## src/rtl/amp_det_pkg.sv

```systemverilog
// Shared definitions for the amplitude detector: default sizes, derived
// widths, controller state encoding and output reset values.
package amp_det_pkg;

    // Default sample width and log2 of the averaging window length.
    localparam int DATA_W_DEF   = 16;
    localparam int WIN_LOG2_DEF = 6;

    // Magnitude loses the sign bit; the accumulator grows by WIN_LOG2 bits
    // so a full window of maximum magnitudes cannot overflow.
    localparam int MAG_W = DATA_W_DEF - 1;
    localparam int ACC_W = MAG_W + WIN_LOG2_DEF;

    // Controller: IDLE while the detector is disabled, RUN while enabled.
    typedef enum logic {
        DET_IDLE = 1'b0,
        DET_RUN  = 1'b1
    } det_state_t;

    // Values the decision outputs take after reset.
    localparam logic        IS_LARGE_RST = 1'b0;
    localparam int unsigned LEVEL_RST    = 0;

endpackage

```

## src/rtl/amp_detector_abs_sat.sv

```systemverilog
// Stage 1: registered saturating absolute value of a signed sample.
// The most negative input maps to the largest positive magnitude.
module amp_detector_abs_sat
    import amp_det_pkg::*;
#(
    parameter int DATA_W = DATA_W_DEF
) (
    input  logic              clk,
    input  logic              rst,
    input  logic              en,
    input  logic              s_valid,
    input  logic [DATA_W-1:0] s_data,
    output logic              abs_v,
    output logic [DATA_W-2:0] abs_d
);

    localparam int MAG_BITS = DATA_W - 1;

    logic [DATA_W-1:0]   neg_data;
    logic [MAG_BITS-1:0] mag_c;

    // Combinational rectify with saturation of the most negative code.
    always_comb begin
        // NOTE: every always_comb output gets a default first so no path can
        // leave it unassigned and infer a latch.
        mag_c    = s_data[MAG_BITS-1:0];
        neg_data = -s_data;
        if (s_data == {1'b1, {MAG_BITS{1'b0}}}) begin
            mag_c = {MAG_BITS{1'b1}};
        end else if (s_data[DATA_W-1]) begin
            mag_c = neg_data[MAG_BITS-1:0];
        end
    end

    // Qualifier register: cleared by reset and whenever the stage is disabled.
    always_ff @(posedge clk) begin
        // NOTE: sequential state uses non-blocking assignments so every
        // register samples pre-edge values regardless of block ordering.
        if (rst) begin
            abs_v <= 1'b0;
        end else begin
            abs_v <= s_valid & en;
        end
    end

    // Magnitude register: pure datapath, only meaningful when abs_v is high.
    always_ff @(posedge clk) begin
        // NOTE: the data register is not reset; its qualifier abs_v is, and
        // nothing downstream uses abs_d without abs_v.
        abs_d <= mag_c;
    end

endmodule

```

## src/rtl/amp_detector.sv

```systemverilog
// Amplitude detector: rectifies samples, averages magnitudes over windows of
// 2^WIN_LOG2 accepted samples and applies a threshold with hysteresis.
// One-cycle in_en strobe per completed window qualifies is_large / level.
module amp_detector
    import amp_det_pkg::*;
#(
    parameter int DATA_W   = DATA_W_DEF,
    parameter int WIN_LOG2 = WIN_LOG2_DEF
) (
    input  logic              clk,
    input  logic              rst,
    input  logic              det_en,
    input  logic              s_valid,
    input  logic [DATA_W-1:0] s_data,
    input  logic [DATA_W-2:0] thr_hi,
    input  logic [DATA_W-2:0] thr_lo,
    output logic              is_large,
    output logic              in_en,
    output logic [DATA_W-2:0] level
);

    localparam int MAG_BITS = DATA_W - 1;
    localparam int ACC_BITS = MAG_BITS + WIN_LOG2;

    det_state_t state_q;
    det_state_t state_d;
    logic       clr;

    logic                abs_v;
    logic [MAG_BITS-1:0] abs_d;

    logic [ACC_BITS-1:0] acc;
    logic [WIN_LOG2-1:0] cnt;
    logic [ACC_BITS-1:0] sum;
    logic [MAG_BITS-1:0] mean;
    logic                take;
    logic                last;

    // Controller state register.
    always_ff @(posedge clk) begin
        if (rst) begin
            state_q <= DET_IDLE;
        end else begin
            state_q <= state_d;
        end
    end

    // Controller next state; window state is cleared whenever heading to IDLE.
    always_comb begin
        state_d = state_q;
        case (state_q)
            DET_IDLE: if (det_en)  state_d = DET_RUN;
            DET_RUN:  if (!det_en) state_d = DET_IDLE;
            default:  state_d = DET_IDLE;
        endcase
        clr = (state_d == DET_IDLE);
    end

    amp_detector_abs_sat #(
        .DATA_W (DATA_W)
    ) u_abs_sat (
        .clk     (clk),
        .rst     (rst),
        .en      (~clr),
        .s_valid (s_valid),
        .s_data  (s_data),
        .abs_v   (abs_v),
        .abs_d   (abs_d)
    );

    // Window arithmetic: a sample staged in stage 1 is dropped if the
    // detector is disabled on the edge that would have consumed it.
    always_comb begin
        take = abs_v & ~clr;
        last = take & (&cnt);
        sum  = acc + {{WIN_LOG2{1'b0}}, abs_d};
        mean = sum[ACC_BITS-1:WIN_LOG2];
    end

    // Accumulator and sample counter; counter wraps to zero at window end.
    always_ff @(posedge clk) begin
        if (rst || clr) begin
            acc <= '0;
            cnt <= '0;
        end else if (take) begin
            acc <= last ? '0 : sum;
            cnt <= cnt + 1'b1;
        end
    end

    // Window-end outputs: strobe, held mean and hysteresis decision.
    // The set test comes first so it wins when thr_lo > thr_hi.
    always_ff @(posedge clk) begin
        if (rst) begin
            in_en    <= 1'b0;
            level    <= MAG_BITS'(LEVEL_RST);
            is_large <= IS_LARGE_RST;
        end else begin
            in_en <= last;
            if (last) begin
                level <= mean;
                if (mean >= thr_hi) begin
                    is_large <= 1'b1;
                end else if (mean < thr_lo) begin
                    is_large <= 1'b0;
                end
            end
        end
    end

endmodule

```

## config.mk

```make
export PLATFORM = sky130hd
export DESIGN_NAME = amp_detector
export DESIGN_NICKNAME = d
export VERILOG_FILES = /design/src/rtl/amp_det_pkg.sv /design/src/rtl/amp_detector_abs_sat.sv /design/src/rtl/amp_detector.sv
export SDC_FILE = /design/constraint.sdc
export NUM_CORES = 1
export LEC_CHECK = 0
export ABC_CLOCK_PERIOD_IN_PS = 4300
export BUFFER_PORTS_ARGS = -buffer_cell sky130_fd_sc_hd__buf_2
export CORE_ASPECT_RATIO = 1.5
export CORE_MARGIN = 2
export CORE_UTILIZATION = 45
export CTS_CLUSTER_SIZE = 10
export DETAILED_ROUTE_END_ITERATION = 10
export PLACE_DENSITY = 0.64
export REMOVE_ABC_BUFFERS = 1
export SYNTH_ARGS = -nofsm -noshare
export SYNTH_HDL_FRONTEND = slang
export SYNTH_SLANG_ARGS = --single-unit
```

## constraint.sdc

```tcl
create_clock -name clk -period 4.3 [get_ports clk]
set_input_delay 0.43 -clock clk [delete_from_list [all_inputs] [get_ports clk]]
set_output_delay 0.43 -clock clk [all_outputs]
set_load 0.005 [all_outputs]
```

==> impl_results.html <==
<table>
<tr><th>Metric</th><th>Value</th></tr>
<tr><th colspan="2">Clocking</th></tr>
<tr><td>Number of sinks driven by the clock tree</td><td>60</td></tr>
<tr><td>Clock insertion delay at the later pin of the skew report</td><td>320 ps</td></tr>
<tr><td>Post-CTS Hold Fix Bufs</td><td>0</td></tr>
<tr><td>Num CTS Buffers</td><td>9</td></tr>
<tr><td>Quantity of gates resized following cts</td><td>0</td></tr>
<tr><td>CTS tree</td><td>yes</td></tr>
<tr><td>Number of setup buffers added after CTS</td><td>0</td></tr>
<tr><td>Clock input transition at the sequential cells of the worst setup and hold paths</td><td>50 ps</td></tr>
<tr><td>Worst-case clock buffer depth</td><td>2</td></tr>
<tr><td>Htree depth</td><td>3</td></tr>
<tr><td>Clock Root Buffer</td><td>clkbuf_16</td></tr>
<tr><th colspan="2">Global route</th></tr>
<tr><td>Total global routing track utilization</td><td>21.0%</td></tr>
<tr><td>Initial antenna violation count</td><td>0</td></tr>
<tr><td>Number of global-route vias before repair</td><td>3,454</td></tr>
<tr><td>Maximum number of pins on one net before global-route repair</td><td>21</td></tr>
<tr><td>First-pass GRT wire length</td><td>15.3 mm</td></tr>
<tr><td>Aggregate global routing overflow</td><td>0</td></tr>
<tr><th colspan="2">STA</th></tr>
<tr><td>Tmin final</td><td>3660 ps</td></tr>
<tr><td>Final setup skew</td><td>7.96 ps</td></tr>
<tr><td>Hold Vio Cnt, Final</td><td>0</td></tr>
<tr><td>Total count of max-transition violations in the final report</td><td>0</td></tr>
<tr><td>Pin slew with the least headroom to its limit</td><td>1080 ps</td></tr>
<tr><td>Final critical-path share of the clock period</td><td>85.0%</td></tr>
<tr><td>RSZ-0062 raised after global routing</td><td>false</td></tr>
<tr><td>Max-slew headroom</td><td>27.8%</td></tr>
<tr><td>Final hold slack</td><td>305 ps</td></tr>
<tr><td>Final setup viols</td><td>0</td></tr>
<tr><td>Setup TNS</td><td>0 ps</td></tr>
<tr><td>Highest clock frequency the design can meet</td><td>0.273 GHz</td></tr>
<tr><th colspan="2">Drt</th></tr>
<tr><td>Number of violations reported at the end of detailed-routing iteration 0</td><td>149</td></tr>
<tr><td>Routed len/inst</td><td>14.1 um</td></tr>
<tr><td>Vias per cell</td><td>5.31</td></tr>
<tr><td>Vias after detailed routing</td><td>3,397</td></tr>
<tr><td>DRC errors left</td><td>0</td></tr>
<tr><td>Routed Wire Length</td><td>9.02 mm</td></tr>
<tr><td>Length of the first detailed-routing pass in iterations</td><td>4</td></tr>
<tr><td>Final ANT Viol Nets</td><td>0</td></tr>
<tr><th colspan="2">Yosys</th></tr>
<tr><td>Flip-flop cell with the highest count after synthesis</td><td>dfxtp_1</td></tr>
<tr><td>Part of the Yosys area used for sequential elements</td><td>31.6%</td></tr>
<tr><td>Post-synthesis average cell area</td><td>8.18 um^2</td></tr>
<tr><td>EDFF count, synth</td><td>0</td></tr>
<tr><td>Mapped Cells</td><td>465</td></tr>
<tr><td>Async set or reset register ratio after synthesis</td><td>0%</td></tr>
<tr><td>Most instantiated cells after synthesis</td><td>nand2_1 (62), dfxtp_1 (60), ha_1 (46)</td></tr>
<tr><td>Total of warnings raised by yosys</td><td>0</td></tr>
<tr><td>Most common cell in the synthesized netlist</td><td>nand2_1</td></tr>
<tr><td>Top cell type's share of synthesized area</td><td>31.6%</td></tr>
<tr><td>Cell area after technology mapping</td><td>3800 um^2</td></tr>
<tr><td>Number of distinct library cell variants in the gate-level netlist after synthesis</td><td>53</td></tr>
<tr><td>Leading post-synthesis cells by cell area</td><td>dfxtp_1 (32%), ha_1 (15%), nand2_1 (6.1%), xor2_1 (5.1%), a21oi_1 (4.3%)</td></tr>
<tr><td>Yosys top cell by area</td><td>dfxtp_1</td></tr>
<tr><td>Synthesis-stage register bit count</td><td>60</td></tr>
<tr><th colspan="2">Placed design</th></tr>
<tr><td>Placed cell area</td><td>4210 um^2</td></tr>
<tr><td>Placer congestion estimate</td><td>0.837</td></tr>
<tr><td>Input/output buffers</td><td>66</td></tr>
<tr><td>Hpwl dp</td><td>7.07 mm</td></tr>
<tr><th colspan="2">Pwr</th></tr>
<tr><td>Static Leakage</td><td>2.24 nW</td></tr>
<tr><td>Net switching fraction of the power</td><td>24.5%</td></tr>
<tr><td>Overall power after layout</td><td>0.00151 W</td></tr>
<tr><td>Internal power summed over all cells</td><td>0.00114 W</td></tr>
<tr><td>Sequential share of power</td><td>38.6%</td></tr>
<tr><td>Clock network power share</td><td>47.6%</td></tr>
<tr><td>Power per standard cell area</td><td>334 nW/um^2</td></tr>
<tr><td>Switching Power</td><td>0.000369 W</td></tr>
<tr><td>Peak ir drop on the vdd network</td><td>0.185 mV</td></tr>
<tr><td>Combinational share of power</td><td>13.8%</td></tr>
<tr><th colspan="2">Critical path</th></tr>
<tr><td>WS Path Type</td><td>register to register</td></tr>
<tr><td>Reg-to-reg critical path endpoint</td><td>is_large</td></tr>
<tr><td>End point of the critical path</td><td>is_large</td></tr>
<tr><td>Crit. End Element</td><td>register</td></tr>
<tr><td>Launching element type of the critical path</td><td>register</td></tr>
<tr><td>Launch point of the worst path</td><td>acc[0]</td></tr>
<tr><td>Crit Path Max Fanout</td><td>4</td></tr>
<tr><td>Worst endpoint required time</td><td>4510 ps</td></tr>
<tr><td>Origin of the critical flop-to-flop path</td><td>acc[0]</td></tr>
<tr><td>Length in cells of the worst reg-to-reg path</td><td>15</td></tr>
<tr><td>Slack of the worst reg-to-reg path</td><td>640 ps</td></tr>
<tr><td>Data arrival at the endpoint of the critical path</td><td>3860 ps</td></tr>
<tr><th colspan="2">Cells and area</th></tr>
<tr><td>Layout cells sized above 1</td><td>16.9%</td></tr>
<tr><td>NumNets Final</td><td>625</td></tr>
<tr><td>Multi-input gate area in the final layout</td><td>2390 um^2</td></tr>
<tr><td>Post-layout instance area</td><td>4510 um^2</td></tr>
<tr><td>Post-route core utilization</td><td>54.3%</td></tr>
<tr><td>Antenna diode instance count</td><td>0</td></tr>
<tr><td>Area taken by flip-flops and latches</td><td>1200 um^2</td></tr>
<tr><td>Number of filler instances in the final layout</td><td>800</td></tr>
<tr><td>Layout overhead on the synthesized area</td><td>18.7%</td></tr>
<tr><th colspan="2">Die</th></tr>
<tr><td>Core area</td><td>8310 um^2</td></tr>
<tr><td>Height of the die</td><td>117 um</td></tr>
<tr><td>IO Count</td><td>67</td></tr>
<tr><td>Standard-cell rows</td><td>41</td></tr>
<tr><td>Chip width</td><td>79.1 um</td></tr>
<tr><td>Total Die Area</td><td>9220 um^2</td></tr>
<tr><td>Starting Density</td><td>45.8%</td></tr>
<tr><th colspan="2">Flow run</th></tr>
<tr><td>Reported max-cap violation count</td><td>0</td></tr>
<tr><th colspan="2">Worst hold path</th></tr>
<tr><td>Class of the tightest hold or removal check</td><td>primary input to register</td></tr>
<tr><th colspan="2">Status</th></tr>
<tr><td>Result of the run</td><td>completed</td></tr>
</table>
## cell type report
type                       instances  share of cell area [%]
tap                              107                    2.97
timing repair buffer              67                    7.49
clock inverter                     4                    1.05
inverter                          38                    3.16
clock buffer                      12                    5.68
sequential                        60                    26.6
multi-input combinational        352                    53.0
## registers in the layout (all words and copies together), names as in the netlist
| name | count |
|---|---|
| level | 15 |
| u_abs_sat.abs_v | 1 |
| acc | 21 |
| is_large | 1 |
| in_en | 1 |
| cnt | 6 |
| u_abs_sat.abs_d | 15 |
## cell usage in the layout, fill, tap and decap left out, types with 2 or more instances in the layout
cell       instances
a21o_1            13
o21ai_0           25
ha_1              46
clkinv_2           2
dfxtp_1           60
a211oi_1           4
nand4_1            8
o21ba_2            2
nor2_1            30
o221ai_1           2
nand2_1           62
or3_1              6
and2_1             2
o211ai_1           3
xor2_1            22
nand2b_1           2
a21oi_1           33
nor2b_1            6
clkbuf_8           2
o21bai_1           5
a22o_1             5
buf_2             66
o31ai_1            3
clkbuf_16          9
o21a_1             3
xnor2_1           13
nand3_1           16
or3_4              2
nand3b_1           4
a22oi_1            3
inv_1             38
and3_1             6
a31oi_1            5
o2111ai_1          2
## kinds of logic after synthesis
kind of cell               share of synthesized area, %
adders and majority gates                          15.7
and+or+nand+nor                                    19.1
xor gates and xnor gates                           8.06
muxes                                             0.263
buffers and inverters                              5.46
DFF                                                31.6
AOI/OAI and AO/OA                                  19.9
## how the worst min path moves through the flow
stage               startpoint               to  slack (ps)  cells past startpoint
floorplan               acc[7]           acc[7]         430                      2
global route           s_valid  u_abs_sat.abs_v         320                      2
finish                 s_valid  u_abs_sat.abs_v         310                      2
global placement      level[6]         level[6]         440                      2
CTS                    s_valid  u_abs_sat.abs_v         300                      2
detailed placement    level[5]         level[5]         450                      2
## metrics by stage
step | cells | setup slack, ps
4_1_cts | 640 | 622
6_report | 640 | 644
3_3_place_gp | 624 | 711
2_1_floorplan | 450 | 992
5_1_grt | 640 | 422
3_5_place_dp | 624 | 635
## worst max-delay path, stage by stage, from the launching register on
cell      delay, ps
dfxtp_1         310
ha_1            200
fa_1            400
a21o_1          190
a221oi_1        430
a21oi_1         230
a41o_1          290
a21oi_1         170
xnor2_1         240
ha_1            330
a21o_1          170
a21o_1          170
a21oi_1         150
o211ai_1         90
nand3b_1        100
nand3_1          70
## power by group through the flow
stage / registers [W] / logic (W) / clock network, W
6_report: 0.000582 / 0.000209 / 0.000719
3_5_place_dp: 0.000593 / 0.000208 / 0
5_1_grt: 0.000583 / 0.000237 / 0.000767
3_3_place_gp: 0.000593 / 0.000203 / 0
4_1_cts: 0.000582 / 0.000210 / 0.000734
2_1_floorplan: 0.000590 / 0.000139 / 0
## per-layer routing
metal / GRT usage [%] / wire, um / vias to the layer above
met5: 0 / 0 / -
met4: 7.59 / 167 / 0
met3: 2.86 / 347 / 13
met2: 39.8 / 4760 / 91
met1: 23.6 / 3750 / 1541
li1: - / - / 1752
Power figures use the tool's default switching activity.
